===== config.mk =====
export PLATFORM = sky130hd
export DESIGN_NAME = bfsm_stim_tx_flat
export DESIGN_NICKNAME = d
export VERILOG_FILES = /design/src/rtl/bfsm_stim_tx_if.sv /design/src/rtl/bfsm_stim_tx.sv /design/src/flat_wrapper.sv
export SDC_FILE = /design/constraint.sdc
export NUM_CORES = 1
export LEC_CHECK = 0
export BUFFER_PORTS_ARGS = -buffer_cell sky130_fd_sc_hd__buf_2
export CORE_ASPECT_RATIO = 2
export CORE_MARGIN = 10
export CORE_UTILIZATION = 30
export DETAILED_ROUTE_END_ITERATION = 10
export PLACE_DENSITY = 0.5
export SYNTH_ARGS = -nofsm -noshare
export SYNTH_HDL_FRONTEND = slang
export SYNTH_SLANG_ARGS = --single-unit

===== constraint.sdc =====
create_clock -name CLK -period 2.34 [get_ports CLK]
set_input_delay 0.702 -clock CLK [delete_from_list [all_inputs] [get_ports CLK]]
set_output_delay 0.702 -clock CLK [all_outputs]
set_load 0.02 [all_outputs]

===== src/rtl/bfsm_stim_tx_if.sv =====
// Handshake, serial link and result bundle between a host/bFSM environment
// and the bfsm_stim_tx block.
interface bfsm_stim_tx_if #(
  parameter int unsigned WIDTH = 8
);
  logic             load_valid;
  logic             load_ready;
  logic [WIDTH-1:0] data_in;
  logic             seq_rst;
  logic             x_out;
  logic             y_in;
  logic [WIDTH-1:0] y_word;
  logic             done;
  logic             mismatch;

  modport master (
    output load_valid, data_in, y_in,
    input  load_ready, seq_rst, x_out, y_word, done, mismatch
  );

  modport slave (
    input  load_valid, data_in, y_in,
    output load_ready, seq_rst, x_out, y_word, done, mismatch
  );
endinterface


===== src/rtl/bfsm_stim_tx.sv =====
// Serial stimulus transmitter for the 5-state Mealy bFSM: resets it, shifts a
// frame onto X MSB-first, captures Y and checks it against a golden model.
module bfsm_stim_tx #(
  parameter int unsigned WIDTH = 8
) (
  input logic           CLK,
  input logic           RST,
  bfsm_stim_tx_if.slave bus
);
  localparam int unsigned CntW = (WIDTH > 2) ? $clog2(WIDTH) : 1;

  typedef enum logic [1:0] {StIdle, StPulse, StShift, StFin} state_e;
  typedef enum logic [2:0] {MdA, MdB, MdC, MdD, MdE} model_e;

  state_e           state_q, state_d;
  model_e           model_q, model_d, model_nxt;
  logic [WIDTH-1:0] sh_q, sh_d;
  logic [WIDTH-1:0] yw_q, yw_d;
  logic [CntW-1:0]  cnt_q, cnt_d;
  logic             mm_q, mm_d;
  logic             seq_rst_q, seq_rst_d;
  logic             x_q, x_d;
  logic             done_q, done_d;
  logic             exp_y;

  // Golden model transition on the bit currently driven onto X.
  always_comb begin
    model_nxt = MdA;
    case (model_q)
      MdA:     model_nxt = x_q ? MdB : MdA;
      MdB:     model_nxt = x_q ? MdD : MdC;
      MdC:     model_nxt = x_q ? MdE : MdC;
      MdD:     model_nxt = x_q ? MdC : MdA;
      MdE:     model_nxt = x_q ? MdB : MdD;
      default: model_nxt = MdA;
    endcase
  end

  assign exp_y = x_q & (model_q != MdB);

  always_comb begin
    state_d   = state_q;
    model_d   = model_q;
    sh_d      = sh_q;
    yw_d      = yw_q;
    cnt_d     = cnt_q;
    mm_d      = mm_q;
    seq_rst_d = 1'b0;
    x_d       = 1'b0;
    done_d    = 1'b0;
    case (state_q)
      StIdle: begin
        if (bus.load_valid) begin
          sh_d      = bus.data_in;
          yw_d      = '0;
          mm_d      = 1'b0;
          seq_rst_d = 1'b1;
          state_d   = StPulse;
        end
      end
      StPulse: begin
        model_d = MdA;
        cnt_d   = '0;
        x_d     = sh_q[WIDTH-1];
        sh_d    = {sh_q[WIDTH-2:0], 1'b0};
        state_d = StShift;
      end
      StShift: begin
        yw_d    = {yw_q[WIDTH-2:0], bus.y_in};
        mm_d    = mm_q | (bus.y_in != exp_y);
        model_d = model_nxt;
        cnt_d   = cnt_q + CntW'(1);
        if (cnt_q == CntW'(WIDTH - 1)) begin
          done_d  = 1'b1;
          state_d = StFin;
        end else begin
          x_d  = sh_q[WIDTH-1];
          sh_d = {sh_q[WIDTH-2:0], 1'b0};
        end
      end
      StFin: begin
        state_d = StIdle;
      end
      default: state_d = StIdle;
    endcase
  end

  always_ff @(posedge CLK or posedge RST) begin
    if (RST) begin
      state_q   <= StIdle;
      model_q   <= MdA;
      sh_q      <= '0;
      yw_q      <= '0;
      cnt_q     <= '0;
      mm_q      <= 1'b0;
      seq_rst_q <= 1'b0;
      x_q       <= 1'b0;
      done_q    <= 1'b0;
    end else begin
      state_q   <= state_d;
      model_q   <= model_d;
      sh_q      <= sh_d;
      yw_q      <= yw_d;
      cnt_q     <= cnt_d;
      mm_q      <= mm_d;
      seq_rst_q <= seq_rst_d;
      x_q       <= x_d;
      done_q    <= done_d;
    end
  end

  assign bus.load_ready = (state_q == StIdle);
  assign bus.seq_rst    = seq_rst_q;
  assign bus.x_out      = x_q;
  assign bus.y_word     = yw_q;
  assign bus.done       = done_q;
  assign bus.mismatch   = mm_q;
endmodule


===== src/flat_wrapper.sv =====
// flat-port wrapper written by rule: the top's interface ports become plain ports
module bfsm_stim_tx_flat 
#(
  parameter int unsigned WIDTH = 8
)
  (CLK, RST, bus_load_valid, bus_data_in, bus_y_in, bus_load_ready, bus_seq_rst, bus_x_out, bus_y_word, bus_done, bus_mismatch);
  bfsm_stim_tx_if #(.WIDTH(WIDTH)) bus_i ();
  input logic CLK;
  input logic RST;
  input wire logic [$bits(bus_i.load_valid)-1:0] bus_load_valid;
  input wire logic [$bits(bus_i.data_in)-1:0] bus_data_in;
  input wire logic [$bits(bus_i.y_in)-1:0] bus_y_in;
  output wire logic [$bits(bus_i.load_ready)-1:0] bus_load_ready;
  output wire logic [$bits(bus_i.seq_rst)-1:0] bus_seq_rst;
  output wire logic [$bits(bus_i.x_out)-1:0] bus_x_out;
  output wire logic [$bits(bus_i.y_word)-1:0] bus_y_word;
  output wire logic [$bits(bus_i.done)-1:0] bus_done;
  output wire logic [$bits(bus_i.mismatch)-1:0] bus_mismatch;
  assign bus_i.load_valid = bus_load_valid;
  assign bus_i.data_in = bus_data_in;
  assign bus_i.y_in = bus_y_in;
  assign bus_load_ready = bus_i.load_ready;
  assign bus_seq_rst = bus_i.seq_rst;
  assign bus_x_out = bus_i.x_out;
  assign bus_y_word = bus_i.y_word;
  assign bus_done = bus_i.done;
  assign bus_mismatch = bus_i.mismatch;
  bfsm_stim_tx #(.WIDTH(WIDTH)) u_core (.CLK(CLK), .RST(RST), .bus(bus_i));
endmodule

==> results of run 1 <==
==> stage by stage <==
step           hold slack, ns  total power [uW]  util (%)  std cells
2_1_floorplan           0.451              1550         -        117
6_report                0.479              2080      36.2        196
3_3_place_gp            0.466              1710      34.5        192
4_1_cts                 0.484              2120      36.2        196
3_5_place_dp            0.480              1740      34.5        192
5_1_grt                 0.524              2260      36.2        196
==> flip-flops by register name, indices dropped and copies added, names as in the netlist <==
signal	flops
u_core.cnt_q	3
u_core.bus.done	1
u_core.bus.y_word	8
u_core.bus.seq_rst	1
u_core.sh_q	8
u_core.model_q	3
u_core.state_q	2
u_core.bus.mismatch	1
u_core.bus.x_out	1
==> worst max-delay path by stage <==
stage	startpoint	endpoint	slack [ns]	cells after the start
floorplan	u_core.state_q[0]$_DFFE_PP0P_	u_core.sh_q[7]$_DFFE_PP0P_	0.54	8
global placement	bus_load_valid	u_core.sh_q[7]$_DFFE_PP0P_	0.39	5
detailed placement	bus_load_valid	u_core.sh_q[0]$_DFFE_PP0P_	0.39	5
CTS	u_core.state_q[1]$_DFFE_PP0P_	bus_load_ready	0.38	3
global route	u_core.state_q[0]$_DFFE_PP0P_	u_core.sh_q[3]$_DFFE_PP0P_	0.30	6
finish	u_core.state_q[1]$_DFFE_PP0P_	bus_load_ready	0.40	3
==> worst reg2reg max path, cell delays in order, from the launching register on <==
cell                      delay, ns
sky130_fd_sc_hd__dfrtp_1       0.41
sky130_fd_sc_hd__inv_1         0.10
sky130_fd_sc_hd__ha_1          0.25
sky130_fd_sc_hd__and2b_1       0.20
sky130_fd_sc_hd__or3_1         0.57
sky130_fd_sc_hd__nand2_1       0.17
sky130_fd_sc_hd__o21ai_2       0.06
==> cell families (layout without fill, tap and decap cells) <==
logic type | count (synthesis) | after routing
AOI/OAI and AO/OA | 31 | 31
xor gates and xnor gates | 1 | 1
adders and majority gates | 7 | 7
buffers and inverters | 15 | 40
DFF | 28 | 28
muxes | 8 | 8
and+or+nand+nor | 27 | 27
==> layout by cell type (no fill, tap or decap), types with 3 or more instances in the layout <==
cell                        n
sky130_fd_sc_hd__a22o_1     9
sky130_fd_sc_hd__buf_2     24
sky130_fd_sc_hd__buf_4      3
sky130_fd_sc_hd__clkbuf_8   3
sky130_fd_sc_hd__dfrtp_1   28
sky130_fd_sc_hd__ha_1       7
sky130_fd_sc_hd__inv_1      8
sky130_fd_sc_hd__mux2i_1    7
sky130_fd_sc_hd__nand2_1   14
sky130_fd_sc_hd__o21ai_0    3
sky130_fd_sc_hd__o21ai_1    7
==> cell type report <==
cell class / instances / area [um2]
Inverter: 9 / 33.8
Sequential cell: 28 / 701
Multi-Input combinational cell: 74 / 539
Tap cell: 54 / 67.6
Fill cell: 454 / 2740
Clock inverter: 1 / 30.0
Timing Repair Buffer: 27 / 143
Clock buffer: 3 / 41.3
==> where the power goes <==
group	switching [uW]	leakage [uW]	internal (uW)
Clock	148	0.0000357	229
Combinational	577	0.000385	375
Sequential	110	0.000370	643
Total	835	0.000791	1250
==> per-layer routing <==
metal / GRT usage, % / routed length [um] / share of wire, %
met1: 7.66 / 1050 / 39
met2: 13.3 / 1400 / 52
met3: 2.16 / 222 / 8.2
met4: 3.31 / 29 / 1.1
met5: 0 / 0 / 0
==> metrics.yaml, run 1 <==
timing.final.crit_period_ns: 1.94
finalSetupViolations: 0
synth-main-ff-cell: "sky130_fd_sc_hd__dfrtp_1"
grt_first_pass_wirelength_mm: 4.59
setup_ws_ns: 0.396
crit_family: "flip-flops"
timing.critical_path.arrival_ns: 1.24
grt_remaining_overflow: 0
count_of_nets_left_with_antenna_violations_after_detail_routing: 0
dp_hpwl_mm: 2.12
timing.critical_path.slowest_stage_cell: "sky130_fd_sc_hd__dfrtp_1"
yosys_warnings: 0
maximum_number_of_pins_on_one_net_before_global_route_repair: 29
worst_path_largest_cell_delay_ns: 0.42
worst_setup_path_start_kind: "flop"
adder_cell_fraction_of_synth_area_pct: 6.60
clk_root_buffer_cell: "sky130_fd_sc_hd__clkbuf_8"
cap_violations: 0
initialDrtViolationCount: 17
worst-r2r-setup-slack_ns: 0.46
post_cts.resized_instances: 0
route.detailed.wl_per_inst_um: 13.7
synthesis.area_per_instance_um2: 11.3
routed-via-count: 931
ys_seq_elements: 28
detail_route.vias_per_cell: 4.75
netlist_instances: 117
clk_sink_count: 28
drc_errors: 0
timing.critical_path.buf_inv: 2
leakage_uw: 0.000791
path_class: "flop to output pin"
worst_setup_path_end_kind: "output pin"
post_synth_xor_area_fraction_pct: 0.660
diodes: 0
netlist_top_cells_area: "sky130_fd_sc_hd__dfrtp_1, sky130_fd_sc_hd__ha_1, sky130_fd_sc_hd__a22o_1"
vdd_drop_max_uv: 569
final.setup_skew_ns: 0.00492
final_design_area_no_fill_um2: 1560
floorplan.die.height_um: 114
dominant_combinational_cell_family_by_area_after_synthesis: "compound AO/OA/AOI/OAI gates"
run_status: "finished, final reports clean"
clkLatencyLatePin_ns: 0.27
tritoncts.num_buffers: 3
yosys-top-cells-count: "sky130_fd_sc_hd__dfrtp_1, sky130_fd_sc_hd__nand2_1, sky130_fd_sc_hd__a22o_1"
syn_nets: 136
crit_path_max_fanout: 5
port_buffers: 24
synth_edf_count: 0
synth_area_leader_cell: "sky130_fd_sc_hd__dfrtp_1"
design.die.area_um2: 7640
die-width_um: 67.0
layout_worst_path_cycle_share_pct: 83.1
share_of_flip_flops_with_an_asynchronous_set_or_reset_after_synthesis_pct: 100
grtUsageTotal_pct: 7.48
num_rows: 34
final_layout_size_suffix_gt1_share_pct: 25.4
cts_tree: "done"
dpl_worst_slack_ns: 0.387
synth.most_common_cell: "sky130_fd_sc_hd__dfrtp_1"
syn_to_final_growth_pct: 17.3
nets: 162
synth_area_um2: 1330
regToRegEndpoint: "u_core.sh_q[0]$_DFFE_PP0P_"
cts_setup_buffers: 0
pwr_density_cell_nw_per_um2: 1340
synth_simple_gate_area_share_pct: 9.91
crit_path_cell_trace: "inv_1 -> ha_1 -> buf_2"
gpl.final_weighted_congestion: 0.787
worst_ep_required_time_ns: 1.64
slew_headroom_pct: 64.3
clock_path_buffers: 2
portion_of_the_post_synthesis_area_used_by_sequential_elements_pct: 52.8
setup-tns-final_ns: 0
final-hold-violation-count: 0
clk_transition_reported_paths_ns: 0.10
detail_route.wirelength_mm: 2.69
floorplan.core_area_um2: 4300
cts_max_level: 1
share_of_cell_area_taken_by_muxes_after_synthesis_pct: 6.13
synthDistinctLibCells: 36
netlist.area_leader.share_pct: 52.8
dpl_cell_area_um2: 1480
antenna_found_initial: 0
max_freq_ghz: 0.514
ios: 25
reg2reg_from: "u_core.state_q[0]$_DFFE_PP0P_"
cts_hold_buf: 0
initial_util_pct: 30.9
rsz0062_at_grt: "no"
first_global_vias: 1020
worst_r2r_path_depth: 6
worst-slew-pin-transition_ns: 0.532
area_fraction_in_compound_gates_after_synthesis_pct: 17.4
min_delay_worst_type: "input port to asynchronous set/reset pin"
final_max_slew_viol_count: 0
detailedRoute.firstPassIterationCount: 2
(Power assumes the default switching activity.)
==> inputs of run 2 (changes only) <==
Settings changed: ABC_AREA from default to 1.
Clock period 2.34 ns to 1.9 ns, I/O delays scaled along.
==> metrics.yaml, run 2 <==
syn_to_final_growth_pct: 16.6
ios: 25  # unchanged
route.detailed.wl_per_inst_um: 12.1  # -12%
finalSetupViolations: 0  # unchanged
timing.critical_path.slowest_stage_cell: "sky130_fd_sc_hd__dfrtp_1"
synth.most_common_cell: "sky130_fd_sc_hd__inv_1"
first_global_vias: 1138  # +12%
finalNonFillerCells: 229  # +17%
initial_util_pct: 31.1  # +0.20 points
final-hold-violation-count: 0  # unchanged
port_buffers: 24  # unchanged
fillerInstances: 469  # +3.3%
crit_path_max_fanout: 4  # -1
design.die.area_um2: 7800  # +2.0%
pwr_density_cell_nw_per_um2: 1680  # +25%
cts_tree: "done"
synth_edf_count: 0  # unchanged
num_rows: 34  # unchanged
floorplan.core_area_um2: 4380  # +2.0%
timing.critical_path.arrival_ns: 1.24  # about the same
nets: 196  # +21%
clk_transition_reported_paths_ns: 0.09  # about the same
total_power_draw_uw: 2670  # +28%
worst-r2r-setup-slack_ns: 0.24  # -0.22 ns
maximum_number_of_pins_on_one_net_before_global_route_repair: 29  # unchanged
path_class: "flop to output pin"
worst_ep_required_time_ns: 1.33  # -0.31 ns
max_freq_ghz: 0.552
tritoncts.num_buffers: 3  # unchanged
yosys-top-cells-count: "sky130_fd_sc_hd__inv_1, sky130_fd_sc_hd__dfrtp_1, sky130_fd_sc_hd__nand2_1"
netlist_top_cells_area: "sky130_fd_sc_hd__dfrtp_1, sky130_fd_sc_hd__inv_1, sky130_fd_sc_hd__ha_1"
portion_of_the_post_synthesis_area_used_by_sequential_elements_pct: 51.5  # -1.4 points
worst_path_largest_cell_delay_ns: 0.41  # about the same
dp_hpwl_mm: 2.23  # +5.4%
grt_first_pass_wirelength_mm: 4.66  # +1.7%
layout_worst_path_cycle_share_pct: 95.4
rsz0062_at_grt: "no"
synth_area_um2: 1360  # +2.6%
detail_route.wirelength_mm: 2.78  # +3.1%
clk_sink_count: 28  # unchanged
reg2reg_from: "u_core.state_q[0]$_DFFE_PP0P_"
gpl.final_weighted_congestion: 0.775  # -1.6%
setup-tns-final_ns: 0  # unchanged
yosys_warnings: 0  # unchanged
clkLatencyLatePin_ns: 0.27  # about the same
initialDrtViolationCount: 15  # -2
slew_headroom_pct: 70.6  # +6.3 points
timing.final.crit_period_ns: 1.81
run_status: "finished, final reports clean"
synth_area_leader_cell: "sky130_fd_sc_hd__dfrtp_1"
worst_setup_path_end_kind: "output pin"
synthDistinctLibCells: 24  # -33%
detailedRoute.firstPassIterationCount: 4  # +2
die-width_um: 67.6  # +0.92%
most_frequent_cells_in_the_layout: "sky130_fd_sc_hd__inv_1, sky130_fd_sc_hd__dfrtp_1, sky130_fd_sc_hd__buf_2, sky130_fd_sc_hd__nand2_1, sky130_fd_sc_hd__o21ai_0"
leakage_uw: 0.000834  # +5.5%
min_delay_worst_type: "input port to asynchronous set/reset pin"
dpl_worst_slack_ns: 0.249  # -0.138 ns
diodes: 0  # unchanged
count_of_nets_left_with_antenna_violations_after_detail_routing: 0  # unchanged
mostFrequentLayoutCell: "sky130_fd_sc_hd__inv_1"
netlist.area_leader.share_pct: 51.5  # -1.4 points
synth-main-ff-cell: "sky130_fd_sc_hd__dfrtp_1"
clock_path_buffers: 2  # unchanged
netlist_instances: 148  # +26%
final_max_slew_viol_count: 0  # unchanged
share_of_flip_flops_with_an_asynchronous_set_or_reset_after_synthesis_pct: 100  # unchanged
ys_seq_elements: 28  # unchanged
setup_ws_ns: 0.0882  # -0.307 ns
antenna_found_initial: 0  # unchanged
final.setup_skew_ns: 0.00438  # -0.000536 ns
detail_route.vias_per_cell: 4.57  # -3.7%
crit_path_cell_trace: "inv_1 -> ha_2 -> buf_2"
floorplan.die.height_um: 115  # +1.1%
clk_root_buffer_cell: "sky130_fd_sc_hd__clkbuf_8"
worst_setup_path_start_kind: "flop"
cap_violations: 0  # unchanged
timing.critical_path.from: "u_core.state_q[0]$_DFFE_PP0P_"
worst-slew-pin-transition_ns: 0.440  # -0.0917 ns
dp_cells: 226  # +18%
final_layout_size_suffix_gt1_share_pct: 22.9  # -2.5 points
cts_max_level: 1  # unchanged
grt_remaining_overflow: 0  # unchanged
routed-via-count: 1047  # +12%
syn_nets: 167  # +23%
synthesis.area_per_instance_um2: 9.20  # -19%
grtUsageTotal_pct: 7.47  # about the same
vdd_drop_max_uv: 679  # +19%
cts_setup_buffers: 0  # unchanged
drc_errors: 0  # unchanged
-- run 2: changes by cell type after synthesis, moves of 4 or more --
cell	change
sky130_fd_sc_hd__inv_1	+23
sky130_fd_sc_hd__nor2_1	+4
sky130_fd_sc_hd__o22ai_1	+7
sky130_fd_sc_hd__o21ai_0	+14
sky130_fd_sc_hd__mux2i_1	-7
sky130_fd_sc_hd__nand2_1	+9
sky130_fd_sc_hd__a22o_1	-7
sky130_fd_sc_hd__o21ai_1	-7
sky130_fd_sc_hd__nand3_1	+6
-- run 2: path summary, 6_finish.rpt --
path                                            endpoint  cells past startpoint
hold reg to reg              u_core.cnt_q[0]$_DFFE_PP0N_                      1
max in group asynchronous  u_core.model_q[0]$_DFFE_PP0N_                      3
hold / removal                 u_core.bus.done$_DFF_PP0_                      3
setup reg to reg           u_core.model_q[1]$_DFFE_PP0N_                      6
min in group CLK             u_core.cnt_q[0]$_DFFE_PP0N_                      1
setup / recovery                          bus_load_ready                      3
-- run 2: cells by family (layout without fill, tap and decap cells) --
logic type      Yosys count  in the layout  share of synthesized area [%]
compound gates           37             37                           17.1
fa+ha+maj                 7              7                           6.43
buf+inv                  35             62                           10.8
flops                    28             28                           51.5
simple gates             41             41                           14.2
-- run 2: final cells by class --
class                      instances  area (um2)  area share [%]
timing repair buffer              27         143            8.98
multi-input combinational         85         515            32.5
sequential                        28         701            44.1
clock buffer                       3        41.3            2.60
tap                               54        67.6            4.26
inverter                          32         120            7.57
-- run 2: critical path, delay by kind of cell (launching register included) --
family / cells / cell delay [ns]
adders and majority gates: 1 / 0.25
buffers and inverters: 2 / 0.32
DFF: 1 / 0.41
-- run 2: timing repair --
| action | 4_1_cts | 5_1_grt |
|---|---|---|
| resized for setup | 0 | 1 |
| hold buffers | 0 | 0 |
| endpoints found under the setup margin | 0 | 1 |
-- run 2: stage by stage --
step           util [%]  cell area, um2  hold WS (ns)
2_1_floorplan         -            1360         0.465
3_3_place_gp       35.2            1540         0.493
6_report           36.2            1590         0.346
5_1_grt            36.2            1590         0.383
3_5_place_dp       35.2            1540         0.503
4_1_cts            36.2            1590         0.357
-- run 2: power by group --
| part | switching [uW] | internal, uW |
|---|---|---|
| clock | 170 | 142 |
| combinational | 917 | 504 |
| sequential | 106 | 827 |
-- run 2: per-layer routing --
| metal | track usage [%] | routed length, um | up-vias |
|---|---|---|---|
| met1 | 7.37 | 1120 | 493 |
| met5 | 0 | 0 | - |
| met3 | 1.85 | 180 | 2 |
| met4 | 3.99 | 28 | 0 |
| met2 | 13.5 | 1450 | 22 |
| li1 | - | - | 530 |
==> inputs of run 3 (changes only) <==
Settings changed: RECOVER_POWER from default to 25.
==> metrics.yaml, run 3 (synthesized netlist as in run 2, its figures left out) <==
final_max_slew_viol_count: 0  # unchanged
cts_max_level: 1  # unchanged
worst_setup_path_end_kind: "output pin"
leakage_uw: 0.000834  # about the same
timing.final.crit_period_ns: 1.81  # +0.000153 ns
clkLatencyLatePin_ns: 0.27  # about the same
port_buffers: 24  # unchanged
min_delay_worst_type: "input port to asynchronous set/reset pin"
grt_remaining_overflow: 0  # unchanged
timing.critical_path.arrival_ns: 1.24  # about the same
initial_util_pct: 31.1  # unchanged
crit_path_cell_trace: "inv_1 -> ha_2 -> buf_2"
drc_errors: 0  # unchanged
hold-worst-slack_ns: 0.467  # +0.122 ns
syn_to_final_growth_pct: 16.5
route.detailed.wl_per_inst_um: 12.1  # about the same
ios: 25  # unchanged
grtUsageTotal_pct: 7.47  # unchanged
final-hold-violation-count: 0  # unchanged
cap_violations: 0  # unchanged
maximum_number_of_pins_on_one_net_before_global_route_repair: 29  # unchanged
run_status: "finished, final reports clean"
floorplan.core_area_um2: 4380  # unchanged
count_of_nets_left_with_antenna_violations_after_detail_routing: 0  # unchanged
tritoncts.num_buffers: 3  # unchanged
floorplan.die.height_um: 115  # unchanged
path_class: "flop to output pin"
final.setup_skew_ns: 0.00442  # +0.0000327 ns
clk_sink_count: 28  # unchanged
worst_setup_path_start_kind: "flop"
total_power_draw_uw: 2670  # about the same
finalNonFillerCells: 229  # unchanged
timing.critical_path.from: "u_core.state_q[0]$_DFFE_PP0P_"
clock_path_buffers: 2  # unchanged
mostFrequentLayoutCell: "sky130_fd_sc_hd__inv_1"
timing.critical_path.buf_inv: 2  # unchanged
layout_worst_path_cycle_share_pct: 95.4  # about the same
grt_first_pass_wirelength_mm: 4.66  # unchanged
timing.critical_path.slowest_stage_cell: "sky130_fd_sc_hd__dfrtp_1"
nets: 196  # unchanged
most_frequent_cells_in_the_layout: "sky130_fd_sc_hd__inv_1, sky130_fd_sc_hd__dfrtp_1, sky130_fd_sc_hd__buf_2, sky130_fd_sc_hd__nand2_1, sky130_fd_sc_hd__o21ai_0"
vdd_drop_max_uv: 679  # about the same
routed-via-count: 1048  # +0.096%
die-width_um: 67.6  # unchanged
antenna_found_initial: 0  # unchanged
cts_tree: "done"
detailedRoute.firstPassIterationCount: 4  # unchanged
diodes: 0  # unchanged
finalSetupViolations: 0  # unchanged
dp_cells: 226  # unchanged
rsz0062_at_grt: "no"
final_layout_size_suffix_gt1_share_pct: 22.9  # unchanged
setup-tns-final_ns: 0  # unchanged
detail_route.vias_per_cell: 4.58  # about the same
worst_ep_required_time_ns: 1.33  # about the same
detail_route.wirelength_mm: 2.78  # about the same
num_rows: 34  # unchanged
crit_family: "flip-flops"
worst_path_largest_cell_delay_ns: 0.41  # about the same
clk_root_buffer_cell: "sky130_fd_sc_hd__clkbuf_8"
dp_hpwl_mm: 2.23  # unchanged
worst-slew-pin-transition_ns: 0.686  # +0.246 ns
gpl.final_weighted_congestion: 0.775  # unchanged
slew_headroom_pct: 54.3  # -16 points
reg2reg_from: "u_core.state_q[0]$_DFFE_PP0P_"
initialDrtViolationCount: 15  # unchanged
max_freq_ghz: 0.552  # about the same
crit_path_max_fanout: 4  # unchanged
clk_transition_reported_paths_ns: 0.09  # about the same
pwr_density_cell_nw_per_um2: 1680  # +0.13%
first_global_vias: 1138  # unchanged
design.die.area_um2: 7800  # unchanged
run 3: cell count changes in the layout (fill, tap and decap cells not counted), sizes merged:
cell | previous run | this run
clkbuf | 3 | 4
buf | 27 | 26
run 3: cell type report:
cell class | count | area [um2]
Fill cell | 469 | 2800
Clock buffer | 3 | 41.3
Sequential cell | 28 | 701
Timing Repair Buffer | 27 | 140
Inverter | 32 | 120
Tap cell | 54 | 67.6
Multi-Input combinational cell | 85 | 515
run 3: worst paths after layout:
kind                                            endpoint  slack [ns]  cells past startpoint
min                            u_core.bus.done$_DFF_PP0_        0.47                      3
max in group asynchronous  u_core.model_q[0]$_DFFE_PP0N_        0.99                      3
max reg2reg                u_core.model_q[1]$_DFFE_PP0N_        0.24                      6
max                                       bus_load_ready        0.09                      3
min reg2reg                  u_core.cnt_q[0]$_DFFE_PP0N_        0.52                      1
min in group CLK             u_core.cnt_q[0]$_DFFE_PP0N_        0.52                      1
run 3: power breakdown:
part           switching [uW]  internal, uW
clock                     171           142
combinational             917           503
sequential                106           827
total                    1190          1470
run 3: repair_timing:
action / 4_1_cts / 5_1_grt
setup buffers: 0 / 0
hold buffers: 0 / 0
gates resized for setup: 0 / 1
setup endpoints to repair: 0 / 1
run 3: metrics by stage:
stage	area [um2]	utilization, %	setup WS [ns]
after detailed placement	1540	35.2	0.249
after CTS	1590	36.2	0.0341
after global placement	1540	35.2	0.300
after floorplan	1360	-	0.372
final	1590	36.2	0.0881
after global routing	1590	36.2	0.0307
run 3: worst min-delay path, cell delays in order:
cell and delay, ns:
sky130_fd_sc_hd__buf_2 0.09, sky130_fd_sc_hd__inv_1 0.04, sky130_fd_sc_hd__clkbuf_2 0.54
run 3: per-layer routing:
metal / up-vias / share of wire [%] / track usage, %
met1: 493 / 40 / 7.37
li1: 531 / - / -
met3: 2 / 6.5 / 1.85
met5: - / 0 / 0
met2: 22 / 52 / 13.5
met4: 0 / 1.0 / 3.99
